**config.mk**
```make
export PLATFORM = sky130hd
export DESIGN_NAME = ccd_timing_gen
export DESIGN_NICKNAME = d
export VERILOG_FILES = /design/src/rtl/ccd_timing_gen_pkg.sv /design/src/rtl/ccd_pix_counter.sv /design/src/rtl/ccd_timing_gen.sv
export SDC_FILE = /design/constraint.sdc
export NUM_CORES = 1
export LEC_CHECK = 0
export BUFFER_PORTS_ARGS = -buffer_cell sky130_fd_sc_hd__buf_4
export CORE_MARGIN = 2
export CORE_UTILIZATION = 32
export DETAILED_ROUTE_END_ITERATION = 16
export PLACE_DENSITY = 0.58
export SLEW_MARGIN = 20
export SYNTH_ARGS = -nofsm -noshare
export SYNTH_HDL_FRONTEND = slang
export SYNTH_HIERARCHICAL = 1
export SYNTH_SLANG_ARGS = --single-unit
```
**constraint.sdc**
```tcl
create_clock -name dds_clk -period 4.4 [get_ports dds_clk]
set_input_delay 0.22 -clock dds_clk [delete_from_list [all_inputs] [get_ports dds_clk]]
set_output_delay 0.22 -clock dds_clk [all_outputs]
set_load 0.02 [all_outputs]
```
**src/rtl/ccd_timing_gen_pkg.sv**
```systemverilog
// Shared types and constants for the CCD/ADC timing generator.
// Mode/state encodings, register map and register reset defaults.
package ccd_timing_gen_pkg;

  typedef enum logic [1:0] {
    ST_IDLE  = 2'd0,
    ST_RUN   = 2'd1,
    ST_DRAIN = 2'd2
  } state_e;

  typedef enum logic [1:0] {
    MODE_ADC = 2'd0,
    MODE_CCD = 2'd1,
    MODE_PER = 2'd2,
    MODE_RSV = 2'd3
  } mode_e;

  localparam logic [2:0] A_PERIOD    = 3'd0;
  localparam logic [2:0] A_SHP_FALL  = 3'd1;
  localparam logic [2:0] A_SHP_RISE  = 3'd2;
  localparam logic [2:0] A_SHD_FALL  = 3'd3;
  localparam logic [2:0] A_SHD_RISE  = 3'd4;
  localparam logic [2:0] A_LINE_LEN  = 3'd5;
  localparam logic [2:0] A_CLAMP_LEN = 3'd6;
  localparam logic [2:0] A_FRAME     = 3'd7;

  localparam logic [15:0] RST_PERIOD    = 16'd8;
  localparam logic [15:0] RST_SHP_FALL  = 16'd1;
  localparam logic [15:0] RST_SHP_RISE  = 16'd3;
  localparam logic [15:0] RST_SHD_FALL  = 16'd5;
  localparam logic [15:0] RST_SHD_RISE  = 16'd7;
  localparam logic [15:0] RST_LINE_LEN  = 16'd256;
  localparam logic [15:0] RST_CLAMP_LEN = 16'd10;
  localparam logic [15:0] RST_FRAME     = 16'd1;

  localparam logic [15:0] MIN_PERIOD    = 16'd4;

  function automatic logic is_stream(mode_e m);
    return (m == MODE_ADC) || (m == MODE_CCD);
  endfunction

endpackage

```
**src/rtl/ccd_pix_counter.sv**
```systemverilog
// Pixel timing cascade: intra-pixel counter, pixel-in-line, line-in-frame.
// Held at zero while clr_i is high; advances only when en_i is high.
module ccd_pix_counter #(
  parameter int CNT_W  = 9,
  parameter int LINE_W = 10
) (
  input  logic              clk_i,
  input  logic              rst_i,
  input  logic              clr_i,
  input  logic              en_i,
  input  logic [CNT_W-1:0]  period_i,
  input  logic [LINE_W-1:0] line_len_i,
  input  logic [LINE_W-1:0] frame_lines_i,
  output logic [CNT_W-1:0]  inner_o,
  output logic [LINE_W-1:0] pix_o,
  output logic [LINE_W-1:0] line_o,
  output logic              inner_wrap_o
);

  logic [CNT_W-1:0]  inner_q, inner_d;
  logic [LINE_W-1:0] pix_q, pix_d;
  logic [LINE_W-1:0] line_q, line_d;
  logic              pix_wrap, line_wrap;

  assign inner_wrap_o = inner_q == period_i - CNT_W'(1);
  assign pix_wrap     = pix_q == line_len_i - LINE_W'(1);
  assign line_wrap    = line_q == frame_lines_i - LINE_W'(1);

  always_comb begin
    inner_d = inner_q;
    pix_d   = pix_q;
    line_d  = line_q;
    if (clr_i) begin
      inner_d = '0;
      pix_d   = '0;
      line_d  = '0;
    end else if (en_i) begin
      inner_d = inner_wrap_o ? '0 : inner_q + CNT_W'(1);
      if (inner_wrap_o) begin
        pix_d = pix_wrap ? '0 : pix_q + LINE_W'(1);
        if (pix_wrap)
          line_d = line_wrap ? '0 : line_q + LINE_W'(1);
      end
    end
  end

  always_ff @(posedge clk_i or posedge rst_i) begin
    if (rst_i) begin
      inner_q <= '0;
      pix_q   <= '0;
      line_q  <= '0;
    end else begin
      inner_q <= inner_d;
      pix_q   <= pix_d;
      line_q  <= line_d;
    end
  end

  assign inner_o = inner_q;
  assign pix_o   = pix_q;
  assign line_o  = line_q;

endmodule

```
**src/rtl/ccd_timing_gen.sv**
```systemverilog
// CCD/ADC stimulus generator: streams samples to the DAC and drives
// CLK/SHP/SHD/HD/VD/clamp timing from programmable registers.
module ccd_timing_gen
  import ccd_timing_gen_pkg::*;
#(
  parameter int DAC_W  = 14,
  parameter int CNT_W  = 9,
  parameter int LINE_W = 10
) (
  input  logic             dds_clk,
  input  logic             rst,
  input  logic             cfg_wr,
  input  logic [2:0]       cfg_addr,
  input  logic [15:0]      cfg_data,
  input  logic [DAC_W-1:0] black_level,
  input  logic             start,
  input  logic             stop,
  input  logic [1:0]       mode,
  input  logic [DAC_W-1:0] s_data,
  input  logic             s_valid,
  output logic             s_ready,
  output logic [DAC_W-1:0] dac_d,
  output logic             clk_fpga,
  output logic             shp_fpga,
  output logic             shd_fpga,
  output logic             hd_fpga,
  output logic             vd_fpga,
  output logic             clpdm_fpga,
  output logic             clpob_fpga,
  output logic             busy,
  output logic             underrun
);

  state_e            state_q;
  mode_e             mode_q;
  logic [CNT_W-1:0]  per_q, per_eff, half, inner;
  logic [15:0]       shp_f_q, shp_r_q, shd_f_q, shd_r_q, in16;
  logic [LINE_W-1:0] llen_q, clen_q, flines_q, pix, line_cnt;
  logic              inner_wrap, busy_w, act, stream, smp, clamp_hit;
  logic [DAC_W-1:0]  dac_q;
  logic              clk_q, shp_q, shd_q, hd_q, vd_q, clp_q, unr_q;

  always_ff @(posedge dds_clk or posedge rst) begin
    if (rst) begin
      per_q    <= RST_PERIOD[CNT_W-1:0];
      shp_f_q  <= RST_SHP_FALL;
      shp_r_q  <= RST_SHP_RISE;
      shd_f_q  <= RST_SHD_FALL;
      shd_r_q  <= RST_SHD_RISE;
      llen_q   <= RST_LINE_LEN[LINE_W-1:0];
      clen_q   <= RST_CLAMP_LEN[LINE_W-1:0];
      flines_q <= RST_FRAME[LINE_W-1:0];
    end else if (cfg_wr && state_q == ST_IDLE) begin
      unique case (cfg_addr)
        A_PERIOD:    per_q    <= cfg_data[CNT_W-1:0];
        A_SHP_FALL:  shp_f_q  <= cfg_data;
        A_SHP_RISE:  shp_r_q  <= cfg_data;
        A_SHD_FALL:  shd_f_q  <= cfg_data;
        A_SHD_RISE:  shd_r_q  <= cfg_data;
        A_LINE_LEN:  llen_q   <= cfg_data[LINE_W-1:0];
        A_CLAMP_LEN: clen_q   <= cfg_data[LINE_W-1:0];
        A_FRAME:     flines_q <= cfg_data[LINE_W-1:0];
      endcase
    end
  end

  // Period is forced even and at least 4 so HALF always splits it evenly.
  assign per_eff = (per_q < MIN_PERIOD[CNT_W-1:0])
                 ? MIN_PERIOD[CNT_W-1:0]
                 : {per_q[CNT_W-1:1], 1'b0};
  assign half    = per_eff >> 1;

  assign busy_w = state_q != ST_IDLE;

  ccd_pix_counter #(
    .CNT_W  (CNT_W),
    .LINE_W (LINE_W)
  ) u_cnt (
    .clk_i         (dds_clk),
    .rst_i         (rst),
    .clr_i         (state_q == ST_IDLE),
    .en_i          (busy_w),
    .period_i      (per_eff),
    .line_len_i    (llen_q),
    .frame_lines_i (flines_q),
    .inner_o       (inner),
    .pix_o         (pix),
    .line_o        (line_cnt),
    .inner_wrap_o  (inner_wrap)
  );

  assign in16      = 16'(inner);
  assign stream    = is_stream(mode_q);
  assign smp       = busy_w && stream && inner == half;
  assign act       = busy_w && !(state_q == ST_DRAIN && inner_wrap);
  assign clamp_hit = (clen_q >= llen_q) || (pix >= llen_q - clen_q);

  always_ff @(posedge dds_clk or posedge rst) begin
    if (rst) begin
      state_q <= ST_IDLE;
      mode_q  <= MODE_ADC;
      dac_q   <= '0;
      clk_q   <= 1'b0;
      shp_q   <= 1'b1;
      shd_q   <= 1'b1;
      hd_q    <= 1'b1;
      vd_q    <= 1'b1;
      clp_q   <= 1'b0;
      unr_q   <= 1'b0;
    end else begin
      unique case (state_q)
        ST_IDLE: if (start) begin
          state_q <= ST_RUN;
          mode_q  <= mode_e'(mode);
          unr_q   <= 1'b0;
        end
        ST_RUN:   if (stop) state_q <= ST_DRAIN;
        ST_DRAIN: if (inner_wrap) state_q <= ST_IDLE;
        default:  state_q <= ST_IDLE;
      endcase

      // Pixel-phase outputs drop to idle levels as the last pixel ends.
      if (act) begin
        if (inner == '0)      clk_q <= 1'b1;
        else if (inner == half) clk_q <= 1'b0;
        if (in16 == shp_f_q)      shp_q <= 1'b0;
        else if (in16 == shp_r_q) shp_q <= 1'b1;
        if (in16 == shd_f_q)      shd_q <= 1'b0;
        else if (in16 == shd_r_q) shd_q <= 1'b1;
        hd_q  <= pix != '0;
        vd_q  <= !(pix == '0 && line_cnt == '0);
        clp_q <= clamp_hit;
      end else begin
        clk_q <= 1'b0;
        shp_q <= 1'b1;
        shd_q <= 1'b1;
        hd_q  <= 1'b1;
        vd_q  <= 1'b1;
        clp_q <= 1'b0;
      end

      if (busy_w) begin
        if (!stream) begin
          dac_q <= black_level;
        end else if (smp) begin
          dac_q <= s_valid ? s_data : black_level;
          if (!s_valid) unr_q <= 1'b1;
        end else if (mode_q == MODE_ADC && inner == '0) begin
          dac_q <= black_level;
        end
      end
    end
  end

  assign s_ready    = smp && s_valid;
  assign dac_d      = dac_q;
  assign clk_fpga   = clk_q;
  assign shp_fpga   = shp_q;
  assign shd_fpga   = shd_q;
  assign hd_fpga    = hd_q;
  assign vd_fpga    = vd_q;
  assign clpdm_fpga = clp_q;
  assign clpob_fpga = clp_q;
  assign busy       = busy_w;
  assign underrun   = unr_q;

endmodule

```
=== Yosys cells after proc, flatten, opt, wreduce, memory -nomap -nowiden ===
Cells that the tools add are included.

* Register bits: 157
* Bits in latches: 0
* Memory bits (writable): 0
* ROM bits: 0
* Logic and storage cells: 131
* Memories: 0

* Add/subtract/negate cells: 7
* Multiply operators: 0
* Div/mod/pow operators: 0
* $lt $le $gt $ge: 3
* Equality and inequality tests: 25
* Shift-type cells: 0
* Mux-type cells: 39
* Bitwise operators: 0
* Reduce and logical (&&, ||, !) cells: 36

{| class="wikitable"
|+ Operator list
! operator !! number
|-
| 2-to-1 mux 10 bit || 9
|-
| equality test 9 x 16 -> 1 bit || 4
|-
| 2-to-1 mux 14 bit || 4
|-
| 2-to-1 mux 9 bit || 4
|-
| AND reduction 2 bit || 11
|-
| adder 10 x 1 -> 10 bit, second input constant || 2
|-
| equality test 10 bit || 2
|-
| >= comparator 10 bit || 2
|-
| zero test 10 bit || 2
|-
| subtractor 10 x 1 -> 10 bit, second input constant || 2
|-
| 2-to-1 mux 1 bit || 18
|-
| equality test 3 bit, second input constant || 4
|-
| != test 3 x 1 -> 1 bit, second input constant || 4
|-
| nonzero test 10 bit || 1
|-
| subtractor 10 bit || 1
|-
| adder 9 x 1 -> 9 bit, second input constant || 1
|-
| equality test 9 x 8 -> 1 bit || 1
|-
| equality test 9 bit || 1
|-
| zero test 9 bit || 1
|-
| < comparator 9 x 3 -> 1 bit, second input constant || 1
|-
| subtractor 9 x 1 -> 9 bit, second input constant || 1
|-
| logical AND 1 bit || 8
|-
| nonzero test 2 bit || 4
|-
| equality test 3 x 2 -> 1 bit, second input constant || 2
|-
| other kinds (11) || 20
|}

=== Depth between registers and ports, before layout ===
* Depth after elaboration: 8
* Mapped depth: 16
* Gate-level depth less buffers: 16

=== Hierarchy ===
Netlist, hierarchy kept.

{| class="wikitable"
|+ By module, submodules not included
! module !! instances !! cells each !! area each (um^2)
|-
| ccd_timing_gen || 1 || 510 || 6,414.9
|-
| ccd_pix_counter || 1 || 321 || 2,661.3
|}

=== Worst setup path after synthesis ===
Ideal clock, no wire load.

* Path type: register to register
* From: register per_q[8]
* To: register u_cnt.pix_q[8], in the netlist u_cnt/pix_o[8]
* Setup time: 0.121 ns
* Data arrival time: 3.330 ns
* Required time: 4.279 ns
* Path slack: 0.949 ns
* Stages on the path, launching flop included: 13
* Path buffers: 2
* Period minus slack after synthesis: 3.451 ns
* Cells stage by stage: dfrtp_1 -> nor4_2 -> a31o_2 -> inv_1 -> or4_1 -> or3b_4 -> a2111oi_4 -> o2111ai_2 -> and2_4 -> buf_6 -> buf_6 -> a21o_1 -> a22o_1

* Cells in the longest elaborated chain, start to end: 6

{| class="wikitable"
|+ Ends and longest elaborated chain
! what !! RTL line !! RTL
|-
| start, declared || ccd_timing_gen.sv:36 || <nowiki>logic [CNT_W-1:0] per_q, per_eff, half, inner;</nowiki>
|-
| start signal, assigned || ccd_timing_gen.sv:45 || <nowiki>per_q <= RST_PERIOD[CNT_W-1:0];</nowiki>
|-
| start signal, assigned || ccd_timing_gen.sv:55 || <nowiki>A_PERIOD: per_q <= cfg_data[CNT_W-1:0];</nowiki>
|-
| < comparator 9 x 3 -> 1 bit || ccd_timing_gen.sv:68 || <nowiki>assign per_eff = (per_q < MIN_PERIOD[CNT_W-1:0])</nowiki>
|-
| 2-to-1 mux 9 bit || ccd_timing_gen.sv:69 || <nowiki>? MIN_PERIOD[CNT_W-1:0]</nowiki>
|-
| via per_eff[1] || ccd_timing_gen.sv:36 ||
|-
| subtractor 9 x 1 -> 9 bit || ccd_pix_counter.sv:25 || <nowiki>assign inner_wrap_o = inner_q == period_i - CNT_W'(1);</nowiki>
|-
| equality test 9 bit || ccd_pix_counter.sv:25 ||
|-
| nonzero test 2 bit (no line) || -- ||
|-
| AND reduction 2 bit (no line) || -- ||
|-
| end signal, assigned || ccd_pix_counter.sv:54 || <nowiki>pix_q <= pix_d;</nowiki>
|-
| end, declared || ccd_pix_counter.sv:21 || <nowiki>logic [LINE_W-1:0] pix_q, pix_d;</nowiki>
|}

The timed path passes the listed nets, and every way through them passes these cells.
A chain may end at the register's enable or synchronous reset.

=== Final worst setup path ===
* From: register per_q[7]
* To: register u_cnt.line_q[9], in the netlist u_cnt/line_o[9]

* Cells in the longest elaborated chain, start to end: 6

{| class="wikitable"
|+ Ends and longest elaborated chain
! what !! RTL line !! RTL
|-
| < comparator 9 x 3 -> 1 bit || ccd_timing_gen.sv:68 ||
|-
| 2-to-1 mux 9 bit || ccd_timing_gen.sv:69 ||
|-
| via per_eff[1] || ccd_timing_gen.sv:36 ||
|-
| subtractor 9 x 1 -> 9 bit || ccd_pix_counter.sv:25 ||
|-
| equality test 9 bit || ccd_pix_counter.sv:25 ||
|-
| nonzero test 2 bit (no line) || -- ||
|-
| AND reduction 3 bit (no line) || -- ||
|-
| end signal, assigned || ccd_pix_counter.sv:55 || <nowiki>line_q <= line_d;</nowiki>
|-
| end, declared || ccd_pix_counter.sv:22 || <nowiki>logic [LINE_W-1:0] line_q, line_d;</nowiki>
|}

The timed path passes the listed nets, and every way through them passes these cells.

==> metrics <==
outcome=finished, final reports clean; IO Pins=79; Req. time, crit path=4.74 ns; DPL Wire Length=15.6 mm; Root Buffer=clkbuf_16; # port buffers=78; clock buffer depth=2; synth-to-layout area growth=17.4%; Worst R2R Path Depth=12; Rel. slew slack=0.402; final setup TNS=0 ns; layout cells sized above 1=0.306; WP buf/inv=2; Max rail drop VDD=0.000290 V; Startpoint Class=flip-flop; antenna cells=0; critical-path cell list=nor4_2, a31o_2, inv_1, inv_1, ha_1, nor3b_1, nand2_1, o311ai_0, o2111ai_2, a2111oi_4, nand2_1, o22ai_1; CP max-delay cell=o311ai_0; clk slew on worst S/H paths=0.07 ns; via count=6497; path category of the worst min-delay check=in2reg; critical path fanouts, max=6; total power=0.00770 W; worst-case clock skew=0.0144 ns; NumNets Final=988; Pwr Density=723 nW/um^2; Final min period=3.87 ns; fin crit share=0.880; top cell type by total area after synthesis=dfrtp_1; Leak=4.67 nW; post_cts resized=0; synth top area cells=dfrtp_1 38%, mux2_2 14%, dfstp_2 4.9%; initial core utilization=0.326; Final Non-Filler Cells=1297; RSZ-0062 raised after global routing=false; HP Start=mode[0]; Final Setup Violations=0; GRT Total Usage=0.152; vias in the first global route=6359; worst slew pin tran=0.897 ns; Synth Warn #=6; Hold Path Depth=2; FFs w/ async S/R, synth=1.00; fin. max-slew vios=0; Core Box Area=27900 um^2; first-pass GRT wire length=34.9 mm; Mapped Cells=831; die width=172 um; CP max stage delay=0.58 ns; placed cells=1263; CTS H-tree lvls=4; Post-Syn Area=9080 um^2; Unique masters post-synth=71; Synth Flop Type=dfrtp_1; DRT Wirelength=21.8 mm; cts bufs inserted=17; initial antenna violation count=0; Via density=5.01; gpl congestion=0.841; die area=29700 um^2; 1st-pass router iterations=4; Die H=172 um; Crit Path Category=reg2reg; r2r startpoint=per_q[7]; Fin. Hold Viols=0; Worst Hold Endpoint=mode_q[0]; max-cap viol count=0; synthesized flop and latch total=156; Wirelength per Cell=16.8 um; flop2flop setup slack=0.53 ns; num rows=61; clock sinks=156; clk_lat worst skew=0.43 ns; Iteration-0 DRC Markers=383; largest net degree at the start of global routing=71; fillers=2737; family with the most delay on the worst path=compound AO/OA/AOI/OAI gates; Antenna Nets Post-Route=0; CP arrival=4.21 ns; worst r2r dst=u_cnt/line_o[9]; DRC Markers=0; grt ovf=0; CTS tree=yes; Avg Inst Size Synth=10.9 um^2; Synth top area share=0.383; Worst Setup End Kind=flip-flop; commonest cells in the netlist=139 x dfrtp_1, 112 x mux2_2, 50 x xor2_1; register area share after synthesis=0.432; Achievable Freq=258 MHz; most common cell in the netlist=dfrtp_1; EDFF count, synth=0
metrics by stage:
| stage | utilization | worst slack, ns | hold slack (ns) | instance area [um^2] |
|---|---|---|---|---|
| 2_1_floorplan | - | 0.824 | 0.298 | 9090 |
| 3_3_place_gp | 0.360 | 0.755 | 0.354 | 10000 |
| 3_5_place_dp | 0.360 | 0.641 | 0.365 | 10000 |
| 4_1_cts | 0.382 | 0.569 | 0.0101 | 10700 |
| 5_1_grt | 0.382 | 0.137 | 0.0279 | 10700 |
| 6_report | 0.382 | 0.530 | 0.0314 | 10700 |
worst reg2reg max path, stage by stage, from the launching register on:
cell       delay (ns)
dfrtp_1          0.46
nor4_2           0.43
a31o_2           0.24
inv_1            0.08
inv_1            0.06
ha_1             0.17
nor3b_1          0.47
nand2_1          0.14
o311ai_0         0.58
o2111ai_2        0.31
a2111oi_4        0.47
nand2_1          0.20
o22ai_1          0.19
timing repair:
item,in CTS,in global routing
hold buffers,2,0
setup endpoints to repair,0,0
buffers inserted,0,0
endpoints found under the hold margin,30,0
logic make-up (layout without fill, tap and decap cells):
logic type,Yosys count,after routing,synth area share
simple gates,239,239,0.149
buf+inv,81,165,0.0385
mux,134,134,0.170
compound gates,106,106,0.0856
fa+ha+maj,27,27,0.0380
flops,156,156,0.432
xor+xnor,87,87,0.0855
other cells,1,5,0.000413
per-layer routing:
metal | global-route usage | vias to the layer above | wire length [um]
met2 | 0.246 | 103 | 10400
met3 | 0.0238 | 21 | 673
li1 | - | 3147 | -
met4 | 0.0449 | 0 | 303
met5 | 0 | - | 0
met1 | 0.209 | 3226 | 10400
where the power goes:
| group | internal [W] | switching, W | total [W] |
|---|---|---|---|
| Sequential | 0.00210 | 0.000633 | 0.00273 |
| Clock | 0.000864 | 0.000630 | 0.00149 |
| Combinational | 0.00174 | 0.00173 | 0.00347 |
area by class of cell:
class / instances / area (um^2) / share of cell area
clock buffers: 19 / 443 / 0.0416
clock inverters: 13 / 151 / 0.0142
inverters: 43 / 164 / 0.0154
multi-input cells: 598 / 4820 / 0.452
flip-flops and latches: 156 / 3930 / 0.368
well taps: 378 / 473 / 0.0444
repair buffers: 90 / 681 / 0.0639
sequential cells by signal (all words and copies together), names as in the netlist, 2 cells and up:
name           flops
shd_f_q           16
shd_r_q           16
shp_f_q           16
shp_r_q           16
dac_d             14
clen_q            10
flines_q          10
llen_q            10
u_cnt/line_o      10
u_cnt/pix_o       10
u_cnt/inner_o      9
per_q              8
mode_q             2
state_q            2
cells in the final DEF, fill, tap and decap left out, drive strengths merged, types with 6 or more instances in the layout:
cell type and n:
buf 88, a211oi 9, xnor2 36, nand3 28, nand3b 12, o31ai 6, o211ai 6, xor2 50
nor3 16, ha 26, nor4 23, mux2 132, nor2 29, a21oi 13, nand4 16, o21ai 22
or2 9, dfrtp 139, and2 6, inv 49, nor2b 8, nand2b 14, dfstp 17, clkbuf 19
nand2 41, and3 16, o22ai 8
worst max-delay path by stage:
| stage | cells after the start | slack, ns | startpoint | to |
|---|---|---|---|---|
| after floorplan | 1 | 0.82 | rst | clen_q[0] |
| after global placement | 10 | 0.76 | per_q[7] | u_cnt/line_o[0] |
| after detailed placement | 16 | 0.64 | per_q[7] | clpdm_fpga |
| after CTS | 12 | 0.57 | per_q[7] | u_cnt/line_o[9] |
| after global routing | 12 | 0.14 | per_q[7] | u_cnt/line_o[9] |
| final | 12 | 0.53 | per_q[7] | u_cnt/line_o[9] |
Power figures use the tool's default switching activity.
